**src/rtl/mano_loader.sv**
```systemverilog
// mano_loader: framed byte-stream program loader for the Mano CPU load port.
// Optional trailer checksum enabled by defining LOADER_CHECKSUM_EN.
module mano_loader #(
   parameter int ADDR_W = 12
) (
   input  logic              clk,
   input  logic              rst_n,
   input  logic              load,
   input  logic [7:0]        in_data,
   input  logic              in_valid,
   output logic              in_ready,
   output logic [ADDR_W-1:0] address,
   output logic [15:0]       code,
   output logic              wr,
   output logic              run_code,
   output logic              busy,
   output logic              err
);

   typedef enum logic [3:0] {
      S_IDLE,
      S_ADDR_HI,
      S_ADDR_LO,
      S_CNT_HI,
      S_CNT_LO,
      S_DATA_HI,
      S_DATA_LO,
      S_FLUSH,
`ifdef LOADER_CHECKSUM_EN
      S_CHK,
`endif
      S_RUN
   } state_t;

`ifdef LOADER_CHECKSUM_EN
   localparam state_t P_DONE = S_CHK;
`else
   localparam state_t P_DONE = S_RUN;
`endif

   state_t            r_state;
   state_t            w_next;
   logic [7:0]        r_hi;
   logic [ADDR_W-1:0] r_ptr;
   logic [ADDR_W-1:0] r_cnt;
   logic [ADDR_W-1:0] r_address;
   logic [15:0]       r_code;
   logic              r_wr;
   logic              r_err;
`ifdef LOADER_CHECKSUM_EN
   logic [7:0]        r_sum;
`endif

   logic              w_take;
   logic [ADDR_W-1:0] w_field;
   logic              w_last;

   assign w_take   = in_valid && in_ready;
   assign w_field  = ADDR_W'({r_hi, in_data});
   assign w_last   = (r_cnt == ADDR_W'(1));
   assign address  = r_address;
   assign code     = r_code;
   assign wr       = r_wr;
   assign err      = r_err;

   always_ff @(posedge clk) begin
      if (!rst_n) r_state <= S_IDLE;
      else        r_state <= w_next;
   end

   always_comb begin
      w_next = r_state;
      if (load) begin
         w_next = S_ADDR_HI;
      end else begin
         unique case (r_state)
            S_ADDR_HI: if (w_take) w_next = S_ADDR_LO;
            S_ADDR_LO: if (w_take) w_next = S_CNT_HI;
            S_CNT_HI:  if (w_take) w_next = S_CNT_LO;
            S_CNT_LO:
               if (w_take)
                  w_next = (w_field == '0) ? P_DONE : S_DATA_HI;
            S_DATA_HI: if (w_take) w_next = S_DATA_LO;
            S_DATA_LO:
               if (w_take)
                  w_next = w_last ? S_FLUSH : S_DATA_HI;
            S_FLUSH:   w_next = P_DONE;
`ifdef LOADER_CHECKSUM_EN
            S_CHK:
               if (w_take)
                  w_next = (in_data == r_sum) ? S_RUN : S_IDLE;
`endif
            default:   w_next = r_state;
         endcase
      end
   end

   always_comb begin
      in_ready = 1'b0;
      busy     = 1'b1;
      run_code = 1'b0;
      unique case (r_state)
         S_IDLE:  busy = 1'b0;
         S_RUN: begin
            busy     = 1'b0;
            run_code = 1'b1;
         end
         S_FLUSH: in_ready = 1'b0;
         default: in_ready = !load;
      endcase
   end

   always_ff @(posedge clk) begin
      if (!rst_n) begin
         r_hi      <= '0;
         r_ptr     <= '0;
         r_cnt     <= '0;
         r_address <= '0;
         r_code    <= '0;
         r_wr      <= 1'b0;
         r_err     <= 1'b0;
`ifdef LOADER_CHECKSUM_EN
         r_sum     <= '0;
`endif
      end else begin
         r_wr <= 1'b0;
         if (load) begin
            r_err <= 1'b0;
`ifdef LOADER_CHECKSUM_EN
            r_sum <= '0;
`endif
         end else if (w_take) begin
            unique case (r_state)
               S_ADDR_HI, S_CNT_HI: r_hi <= in_data;
               S_ADDR_LO: r_ptr <= w_field;
               S_CNT_LO:  r_cnt <= w_field;
               S_DATA_HI: begin
                  r_hi <= in_data;
`ifdef LOADER_CHECKSUM_EN
                  r_sum <= r_sum + in_data;
`endif
               end
               S_DATA_LO: begin
                  r_wr      <= 1'b1;
                  r_address <= r_ptr;
                  r_code    <= {r_hi, in_data};
                  r_ptr     <= r_ptr + ADDR_W'(1);
                  r_cnt     <= r_cnt - ADDR_W'(1);
                  // pointer wrapping past the top of memory is flagged
                  if (r_ptr == '1) r_err <= 1'b1;
`ifdef LOADER_CHECKSUM_EN
                  r_sum <= r_sum + in_data;
`endif
               end
`ifdef LOADER_CHECKSUM_EN
               S_CHK: if (in_data != r_sum) r_err <= 1'b1;
`endif
               default: ;
            endcase
         end
      end
   end

endmodule
```
**config.mk**
```make
export PLATFORM = sky130hd
export DESIGN_NAME = mano_loader
export DESIGN_NICKNAME = d
export VERILOG_FILES = /design/src/rtl/mano_loader.sv
export SDC_FILE = /design/constraint.sdc
export NUM_CORES = 1
export LEC_CHECK = 0
export CAP_MARGIN = 10
export CORE_AREA = 2 2 99 101
export DETAILED_ROUTE_END_ITERATION = 8
export DIE_AREA = 0 0 101 103
export PLACE_DENSITY = 0.63
export SLEW_MARGIN = 30
export SYNTH_ARGS = -nofsm -noshare
export SYNTH_HDL_FRONTEND = slang
export SYNTH_SLANG_ARGS = --single-unit
```
**constraint.sdc**
```tcl
create_clock -name clk -period 5.3 [get_ports clk]
set_clock_uncertainty 0.15 [all_clocks]
set_input_delay 1.325 -clock clk [delete_from_list [all_inputs] [get_ports clk]]
set_output_delay 1.325 -clock clk [all_outputs]
set_load 0.1 [all_outputs]
```
After elaboration in Yosys (flattened, before gate mapping)
Index checks and enable logic that the tools add are counted.
{"block": "op_classes", "n_eq_ne": 22, "bitwise": 3, "n_reduce_logical": 20, "n_mux": 16, "addsub": 2}
{"cell": "$pmux W12 S2", "count": 2}
{"cell": "$mux W4", "count": 7}
{"cell": "$pmux W4 S7", "count": 1}
{"cell": "$ne A3 B3 Y1 const B", "count": 6}
{"cell": "$eq A4 B3 Y1 const B", "count": 4}
{"cell": "$reduce_and A3 Y1", "count": 5}
{"cell": "$reduce_and A7 Y1", "count": 2}
{"cell": "$add A12 B1 Y12 const B", "count": 1}
{"cell": "$eq A12 B1 Y1 const B", "count": 1}
{"cell": "$eq A12 B12 Y1 const B", "count": 1}
{"cell": "$logic_not A12 Y1", "count": 1}
{"cell": "$ne A2 B2 Y1 const B", "count": 6}
{"cell": "$sub A12 B1 Y12 const B", "count": 1}
{"cell": "$reduce_or A3 Y1", "count": 3}
{"cell": "$eq A4 B2 Y1 const B", "count": 2}
{"cell": "$reduce_bool A8 Y1", "count": 1}
{"cell": "$reduce_bool A7 Y1", "count": 1}
{"cell": "$mux W1", "count": 5}
{"cell": "$eq A4 B1 Y1 const B", "count": 1}
{"cell": "$eq A4 B4 Y1 const B", "count": 1}
{"cell": "$logic_not A4 Y1", "count": 1}
{"cell": "$reduce_bool A2 Y1", "count": 2}
{"cell": "$reduce_or A2 Y1", "count": 2}
{"cell": "$not A1 Y1", "count": 3}
{"cell": "other kinds (3)", "count": 3}
{"block": "word_totals", "output_inout_bits": 33, "wordCells": 72, "input_bits": 12, "ff_bits": 66}

Logic depth before layout (Yosys ltp)
Gate-level depths: netlist of run 1.
{"block": "logic_depth", "ltp_word": 7, "mapped_depth": 8, "depth_no_buf": 5}

Worst setup path before layout of run 1
No wires, ideal clock.
{"block": "synth_timing", "path_kind": "input port to output port", "from": "in load", "to": "out in_ready", "path_stages": 1, "path_slack_ns": 0.234, "n_path_buf": 0, "arrival_ns": 3.591, "required_time_ns": 3.825, "cell_sequence": "a211oi_1"}
{"block": "synth_between", "elab_chain_cells": 2}
{"item": "from (decl)", "line_no": "8", "source": "input logic load,"}
{"item": "$logic_not A1 Y1", "line_no": "109", "source": "default: in_ready = !load;"}
{"item": "$mux W1", "line_no": "102", "source": "unique case (r_state)"}
{"item": "to (decl)", "line_no": "11", "source": "output logic in_ready,"}
No other way between the ends.

Final worst setup path of run 1
{"block": "layout_timing", "from": "reg r_state[1]", "to": "out run_code"}
{"block": "layout_between", "elab_chain_cells": 2}
{"item": "from (decl)", "line_no": "41", "source": "state_t r_state;"}
{"item": "from (signal assigned)", "line_no": "68", "source": "else r_state <= w_next;"}
{"item": "$eq A4 B4 Y1", "line_no": "102"}
{"item": "$mux W1", "line_no": "102"}
{"item": "to (decl)", "line_no": "15", "source": "output logic run_code,"}
No other way between the ends.

==> results of run 1 <==
==> sequential cells by signal, summed over array words and instances (netlist names) <==
name     flops
code        16
address     12
r_cnt       12
r_ptr       12
r_hi         8
r_state      4
err          1
wr           1
==> kinds of logic after synthesis <==
logic type	synth area share
AND/OR/NAND/NOR	0.259
AO/OA/AOI/OAI	0.227
flip-flops	0.413
buffers and inverters	0.0582
multiplexers	0.0285
adder cells (fa/ha/maj)	0.0148
==> stage by stage <==
stage / util / cells
2_1_floorplan: - / 401
3_3_place_gp: 0.386 / 532
3_5_place_dp: 0.386 / 532
4_1_cts: 0.409 / 547
5_1_grt: 0.409 / 547
6_report: 0.409 / 547
==> synth_stat cells, types with 2 or more instances <==
| library cell | n |
|---|---|
| nand2_1 | 83 |
| dfxtp_1 | 66 |
| a21oi_1 | 48 |
| nor2_1 | 28 |
| clkbuf_1 | 17 |
| o21ai_0 | 15 |
| nor3_1 | 10 |
| nand4_1 | 9 |
| a31oi_1 | 8 |
| buf_2 | 8 |
| mux2i_1 | 8 |
| nand3_1 | 8 |
| inv_1 | 7 |
| o22ai_1 | 7 |
| nor4_1 | 5 |
| o211ai_1 | 5 |
| buf_6 | 4 |
| a211oi_1 | 3 |
| and3_1 | 3 |
| ha_1 | 3 |
| o21a_1 | 3 |
| a21o_1 | 2 |
| a221oi_1 | 2 |
| a22oi_1 | 2 |
| a311oi_1 | 2 |
| a32oi_1 | 2 |
| and2_1 | 2 |
| nand4b_1 | 2 |
| nor2b_1 | 2 |
| o21bai_1 | 2 |
| o221a_2 | 2 |
| o31a_1 | 2 |
| or2_2 | 2 |
| or4_1 | 2 |
==> metal layers <==
metal / GRT usage / vias to the layer above
met3: 0.0339 / 11
met2: 0.282 / 84
met5: 0 / -
met1: 0.225 / 1472
li1: - / 1501
met4: 0.0530 / 0
==> critical path, stage by stage (launching register included) <==
cell	delay, ns
dfxtp_1	0.47
nor2_1	0.40
nand2_1	0.13
nor2_1	0.11
clkdlybuf4s50_1	1.14
==> worst paths after layout <==
path	from	end	slack, ns	cells after the start
min	address[3]	address[3]	0.30	2
max reg2reg	r_state[2]	r_cnt[6]	2.96	4
min reg2reg	address[3]	address[3]	0.30	2
max	r_state[1]	run_code	1.24	4
==> layout make-up <==
| class | instances | area share |
|---|---|---|
| clock buffer | 11 | 0.0365 |
| tap | 114 | 0.0368 |
| sequential | 66 | 0.341 |
| timing repair buffer | 48 | 0.121 |
| multi-input combinational | 297 | 0.438 |
| inverter | 7 | 0.00679 |
| clock inverter | 4 | 0.0197 |
==> power by group <==
group | total [mW] | switching, mW | internal [mW]
Clock | 0.472 | 0.196 | 0.276
Sequential | 0.502 | 0.00406 | 0.498
Combinational | 0.0555 | 0.0367 | 0.0188
==> impl_metrics.ini, run 1 <==
[synth]
async_reset_ff_frac = 0
avgSynthCellArea_um2 = 7.99
yosysTopAreaCell = dfxtp_1
synthTopCellsByArea = dfxtp_1 (41%), nand2_1 (9.7%), a21oi_1 (7.5%), nor2_1 (3.3%), mux2i_1 (2.5%)
synth_warnings = 0
synth_edf_count = 0
synthCells = 401
ys_seq_area_frac = 0.413
netlist.area_leader.share = 0.413
syn_nets = 416
synth.ff_latch_count = 66
synth_cell_types = 61
ys.flop_type = dfxtp_1
syn_area_um2 = 3200

[layout]
finalNetCount = 444
final_common_cell = nand2_1
register_area_um2 = 1320
multi_input_area_um2 = 1700
syn_to_final_growth_pct = 20.9
antenna_cells = 0
design_area_um2 = 3870
final_cell_mix = nand2_1 (83), dfxtp_1 (66), a21oi_1 (48)
nFillCells = 972
drive_gt1_frac = 0.0739

[pwr]
p_leak_nw = 1.33
powerDensity_nw_per_um2 = 266
peakVddDrop_mv = 0.122
power_mw = 1.03

[floorplanning]
ios = 45
rows = 36
initial_core_util = 0.339
core_area_um2 = 9460
fp.dieH_um = 103
die_w_um = 101
dieArea_um2 = 10400

[route]
wl_met1_um = 4050
met3_length_um = 439
drt-total-wl_um = 8670
ant_nets = 0
top_layer = met4
wl_met2_um = 4040
detail_route.wl_per_cell_um = 15.9
viasPerCell = 5.61
drt-initial-drc-count = 385
detailedRoute.firstPassIterationCount = 6
drc = 0
vias = 3068

[clock_tree]
h-tree-depth = 3
clock_latency_ns = 0.34
cts_tree = built
cts-buffers-inserted = 9
cts_hold_buf = 0
post_cts_buffers = 0
clk_pin_slew_ns = 0.07
cts_buffer_depth = 2
cts_sinks = 66
post_cts_resized = 0
cts_root_buf = clkbuf_8

[worst_setup_path]
cp.required_ns = 3.83
crit_fanout = 16
worstSetupEndpointType = primary output
criticalPathCategory = reg2out
critPathLaunchType = flop
crit_arrival_ns = 2.59

[place]
dp_slack_ns = 1.31
place.gp.congestion = 0.844
io_buffers = 44
dp_hpwl_um = 5720
place_area_um2 = 3650

[global_routing]
grt_pass1_vias = 2711
grt_max_degree = 44
grt_remaining_overflow = 0
grt_use_total = 0.170
grt_pass1_wl_um = 13800
antenna_found_initial = 0

[min_path]
hold_class = reg2reg

[timing]
fmax_mhz = 246
timing.final.ws_setup_ns = 1.24
grt_setup_unrepaired = false
hold_viol = 0
slew_viol_final = 0
relSlewSlack = 0.345
min_period_over_period = 0.767
setup_tns_ns = 0
hold_ws_ns = 0.303
tightest_slew_ns = 0.979
setup-violations-final = 0
finalCriticalPeriod_ns = 4.06

[status]
status = completed

[run]
drv_cap = 0
No activity file was read; power rests on OpenSTA's default activity.
==> inputs of run 2 (changes only) <==
--- a/config.mk
+++ b/config.mk
@@ -9,7 +9,7 @@
 export CORE_AREA = 2 2 99 101
 export DETAILED_ROUTE_END_ITERATION = 8
 export DIE_AREA = 0 0 101 103
-export PLACE_DENSITY = 0.63
+export PLACE_DENSITY = 0.65
 export SLEW_MARGIN = 30
 export SYNTH_ARGS = -nofsm -noshare
 export SYNTH_HDL_FRONTEND = slang
==> constraint.sdc (replaced) <==
create_clock -name clk -period 3.35 [get_ports clk]
set_clock_uncertainty 0.15 [all_clocks]
set_input_delay 0.8375 -clock clk [delete_from_list [all_inputs] [get_ports clk]]
set_output_delay 0.8375 -clock clk [all_outputs]
set_load 0.1 [all_outputs]
==> run 2 against run 1 <==
Compared with the run above: critical path type is now in2out; sequential share of layout area is 0.099 points higher; largest power group unchanged; combinational power is 67% higher; routed wire length is 1.2% higher; critical path depth is 1 lower; die area stayed put; critical endpoint is now in_ready; highest routed layer unchanged; final cell count is 1.3% higher; sequential power is 58% higher; register-to-register slack worse by 2.0 ns; largest cell class unchanged; utilization is 0.12 points lower.
==> impl_metrics.ini, run 2 (synthesized netlist as in run 1, its figures left out) <==
[global_routing]
grt_max_degree = 48
grt_pass1_vias = 2763
grt_remaining_overflow = 0
grt_use_total = 0.173
grt_pass1_wl_um = 14100
antenna_found_initial = 0

[pwr]
clockPowerShare = 0.456
power_frac_seq = 0.487
swShare = 0.240
p_leak_nw = 1.43
powerDensity_nw_per_um2 = 422
peakVddDrop_mv = 0.161
power_mw = 1.63
power_frac_comb = 0.057
power_switching_mw = 0.390
power.internal_mw = 1.24

[worst_setup_path]
critPathSlowestCell = clkdlybuf4s50_1
cp.required_ns = 2.36
criticalPathCategory = in2out
critical-path-top-delay-family = buffers and inverters
path_cells = clkdlybuf4s50_1 > a211oi_2 > buf_12
crit_arrival_ns = 1.93
worst-path-buf-inv = 2
crit_fanout = 6
worstSetupEndpointType = primary output
cp_slowest_stage_delay_ns = 0.54
critPathLaunchType = primary input

[min_path]
hold_class = reg2reg

[route]
drt-initial-drc-count = 217
drt-total-wl_um = 8780
vias = 3108
detail_route.wl_per_cell_um = 15.8
drc = 0
viasPerCell = 5.61
ant_nets = 0
detailedRoute.firstPassIterationCount = 5

[place]
placed_cells = 538
place_area_um2 = 3640
dp_hpwl_um = 6010
dp_slack_ns = 0.431
place.gp.congestion = 0.804
io_buffers = 44

[layout]
drive_gt1_frac = 0.166
final_cells = 554
nFillCells = 972
design_area_um2 = 3860
final_cell_mix = nand2_1 (83), dfxtp_1 (66), a21oi_1 (48)
finish.utilization = 0.408
finalNetCount = 450
largest_register_ffs = 16
final_common_cell = nand2_1
syn_to_final_growth_pct = 20.5
antenna_cells = 0

[floorplanning]
rows = 36
dieArea_um2 = 10400
initial_core_util = 0.339
ios = 45
core_area_um2 = 9460
die_w_um = 101
fp.dieH_um = 103

[clock_tree]
clock_latency_ns = 0.35
cts_tree = built
cts_sinks = 66
h-tree-depth = 3
cts_buffer_depth = 2
cts_root_buf = clkbuf_8
cts_hold_buf = 0
post_cts_buffers = 0
cts-buffers-inserted = 9
post_cts_resized = 0
clk_pin_slew_ns = 0.07

[timing]
relSlewSlack = 0.586
setup-violations-final = 0
slew_viol_final = 0
fmax_mhz = 343
setup_tns_ns = 0
min_period_over_period = 0.871
hold_viol = 0
timing.final.ws_setup_ns = 0.431
grt_setup_unrepaired = false
tightest_slew_ns = 0.620
hold_ws_ns = 0.304
finalCriticalPeriod_ns = 2.92

[status]
status = completed

[run]
drv_cap = 0
## run 2: cell types whose count changed in the layout (fill, tap and decap cells not counted), sizes merged
cell	delta
clkbuf	-2
buf	+38
clkdlybuf4s50	-32
clkinvlp	+1
clkinv	+2
## run 2: worst min-delay path, cell delays in order (launching register included)
cell and delay [ns]:
dfxtp_1 0.31, nand2_1 0.05, a21oi_1 0.05
## run 2: worst paths after layout
check | startpoint | to | slack, ns | depth (start not counted)
setup / recovery | load | in_ready | 0.43 | 3
hold / removal | code[7] | code[7] | 0.30 | 2
setup reg to reg | r_state[2] | r_cnt[6] | 0.97 | 4
hold reg to reg | code[7] | code[7] | 0.30 | 2
## run 2: layout make-up
type,count,area (um^2),share of cell area
clock inverters,7,93.8,0.0243
multi-input cells,297,1710,0.442
well taps,114,143,0.0369
repair buffers,54,445,0.115
flip-flops and latches,66,1320,0.342
inverters,7,26.3,0.00680
clock buffers,9,124,0.0321
## run 2: layer usage
layer,vias up,track usage,wire [um]
met3,18,0.0339,467
li1,1507,-,-
met5,-,0,0
met1,1483,0.225,4050
met4,0,0.0738,164
met2,100,0.280,4090
## run 2: power groups by stage
stage                     Sequential [mW]  Combinational [mW]  Clock, mW
after global placement              0.812              0.0916          0
final                               0.794              0.0929      0.742
after global routing                0.794              0.0985      0.789
after CTS                           0.793              0.0928      0.757
after floorplan                     0.808              0.0545          0
after detailed placement            0.812              0.0925          0
==> variant: new RTL, settings of run 1 <==
Re-encode `state_t` (9 states) as one-hot, 9 bits wide.
--- a/src/rtl/mano_loader.sv
+++ b/src/rtl/mano_loader.sv
@@ -18,17 +18,17 @@
 );
 
-   typedef enum logic [3:0] {
-      S_IDLE,
-      S_ADDR_HI,
-      S_ADDR_LO,
-      S_CNT_HI,
-      S_CNT_LO,
-      S_DATA_HI,
-      S_DATA_LO,
-      S_FLUSH,
+   typedef enum logic [8:0] {
+      S_IDLE    = 9'b000000001,
+      S_ADDR_HI = 9'b000000010,
+      S_ADDR_LO = 9'b000000100,
+      S_CNT_HI  = 9'b000001000,
+      S_CNT_LO  = 9'b000010000,
+      S_DATA_HI = 9'b000100000,
+      S_DATA_LO = 9'b001000000,
+      S_FLUSH   = 9'b010000000,
 `ifdef LOADER_CHECKSUM_EN
       S_CHK,
 `endif
-      S_RUN
+      S_RUN     = 9'b100000000
    } state_t;
 
Function: same outputs for any inputs over 10 cycles, from zero or initial values and one cycle with rst_n low; not proved beyond that.
==> variant against run 1 <==
Area after synthesis grew 9.8%; design area increased by 8.4%; power up 5.7%; setup slack got worse by 0.40 ns; wire length rose by 15%; clock power rose by 3%; non-clock buffer count is 1 lower; sequential cell count increased by 5.
==> variant: results (changes against run 1) <==
| Metric | Value |
|---|---|
| Largest net degree at the start of global routing | `58 (was 44)` |
| Syn Nets | `479 (was 416)` |
| Vias in the first global route | `3295 (was 2711)` |
| Worst Tran Pin Value | `0.992 ns (was 0.979 ns)` |
| Static leakage | `1.40 nW (was 1.33 nW)` |
| Sw frac | `24.5% (was 23.0%)` |
| Launch point of the worst reg-to-reg path | `r_state[0] (was r_state[2])` |
| Top area cells in the synthesized netlist | `dfxtp_1 (40%), nand2_1 (9.2%), a21oi_1 (7.4%) (was dfxtp_1 (41%), nand2_1 (9.7%), a21oi_1 (7.5%))` |
| Crit path from | `r_state[6] (was r_state[1])` |
| Dpl hpwl | `6.76 mm (was 5.72 mm)` |
| Worst Path Arrival | `2.99 ns (was 2.59 ns)` |
| Share of cells above drive strength 1 | `6.45% (was 7.39%)` |
| Synth cell types | `51 (was 61)` |
| Routed WL | `9.94 mm (was 8.67 mm)` |
| GRT Overall Usage | `20.0% (was 17.0%)` |
| Number of DRC markers in iteration 0 | `229 (was 385)` |
| Inserted Diodes | `0 (unchanged)` |
| Hold Startpoint | `address[4] (was address[3])` |
| Fin nets | `506 (was 444)` |
| Outcome | `finished clean (unchanged)` |
| Sequential fraction of the synthesis area | `40.4% (was 41.3%)` |
| Vias/cell | `5.71 (was 5.61)` |
| First-pass GRT wire length | `16.3 mm (was 13.8 mm)` |
| Skew-Pair Late Insertion Delay | `0.36 ns (was 0.34 ns)` |
| Maximum vdd ir drop | `0.144 mV (was 0.122 mV)` |
| Final GP Congestion | `0.895 (was 0.844)` |
| Most frequent cells after synthesis | `nand2_1 (86), dfxtp_1 (71), a21oi_1 (52) (was nand2_1 (83), dfxtp_1 (66), a21oi_1 (48))` |
-- variant: cell count changes after synthesis, moves of 6 or more --
cell	delta
clkbuf_1	+6
nand3_1	+6
nor3_1	+8
o21ai_0	+20
nor2_1	+10
o31ai_1	+8
o22ai_1	-6
-- variant: path summary, 6_finish.rpt --
| check | end | slack, ns | cells after the start |
|---|---|---|---|
| worst max-delay path | busy | 0.84 | 3 |
| worst min-delay path | address[4] | 0.30 | 2 |
| worst max register to register | r_cnt[10] | 2.09 | 6 |
| worst min register to register | address[4] | 0.30 | 2 |
-- variant: layout make-up --
cell class              instances  area [um2]
clock inverters                 7        95.1
inverters                       8        30.0
fillers                       975        5260
multi-input cells             354        1930
clock buffers                   9         124
flip-flops and latches         71        1420
well taps                     114         143
repair buffers                 47         460
-- variant: power by group through the flow --
stage | Sequential [W] | Combinational (W) | Clock (W)
finish | 0.000538 | 0.0000668 | 0.000484
global route | 0.000539 | 0.0000715 | 0.000517
CTS | 0.000538 | 0.0000668 | 0.000492
detailed placement | 0.000551 | 0.0000665 | 0
global placement | 0.000551 | 0.0000665 | 0
floorplan | 0.000550 | 0.0000440 | 0
-- variant: through the flow --
stage	cells	total power, W	utilization [%]	cell area [um2]	setup slack [ns]
after floorplan	464	0.000594	-	3520	0.814
after global placement	594	0.000617	42.1	3980	1.26
after detailed placement	594	0.000617	42.1	3980	1.23
after CTS	610	0.00110	44.4	4200	0.835
after global routing	610	0.00113	44.4	4200	0.749
final	610	0.00109	44.4	4200	0.836
-- variant: cells by family after synthesis --
logic type               synth area share (%)
AO/OA/AOI/OAI                            20.7
XOR/XNOR                                 1.24
adder cells (fa/ha/maj)                  1.07
buffers and inverters                    4.98
flip-flops                               40.4
multiplexers                             2.85
AND/OR/NAND/NOR                          28.7
-- variant: worst max-delay path, stage by stage (launching register included) --
cell and delay [ns]:
dfxtp_1 0.48, or4_4 0.60, or4_4 0.56, clkdlybuf4s50_1 1.00
-- variant: per-layer routing --
metal	track usage [%]	up-vias	part of all wire (%)
met5	0	-	0
met4	8.32	0	2.2
met3	3.32	22	3.7
met2	33.3	106	48
met1	25.9	1653	46
li1	-	1703	-
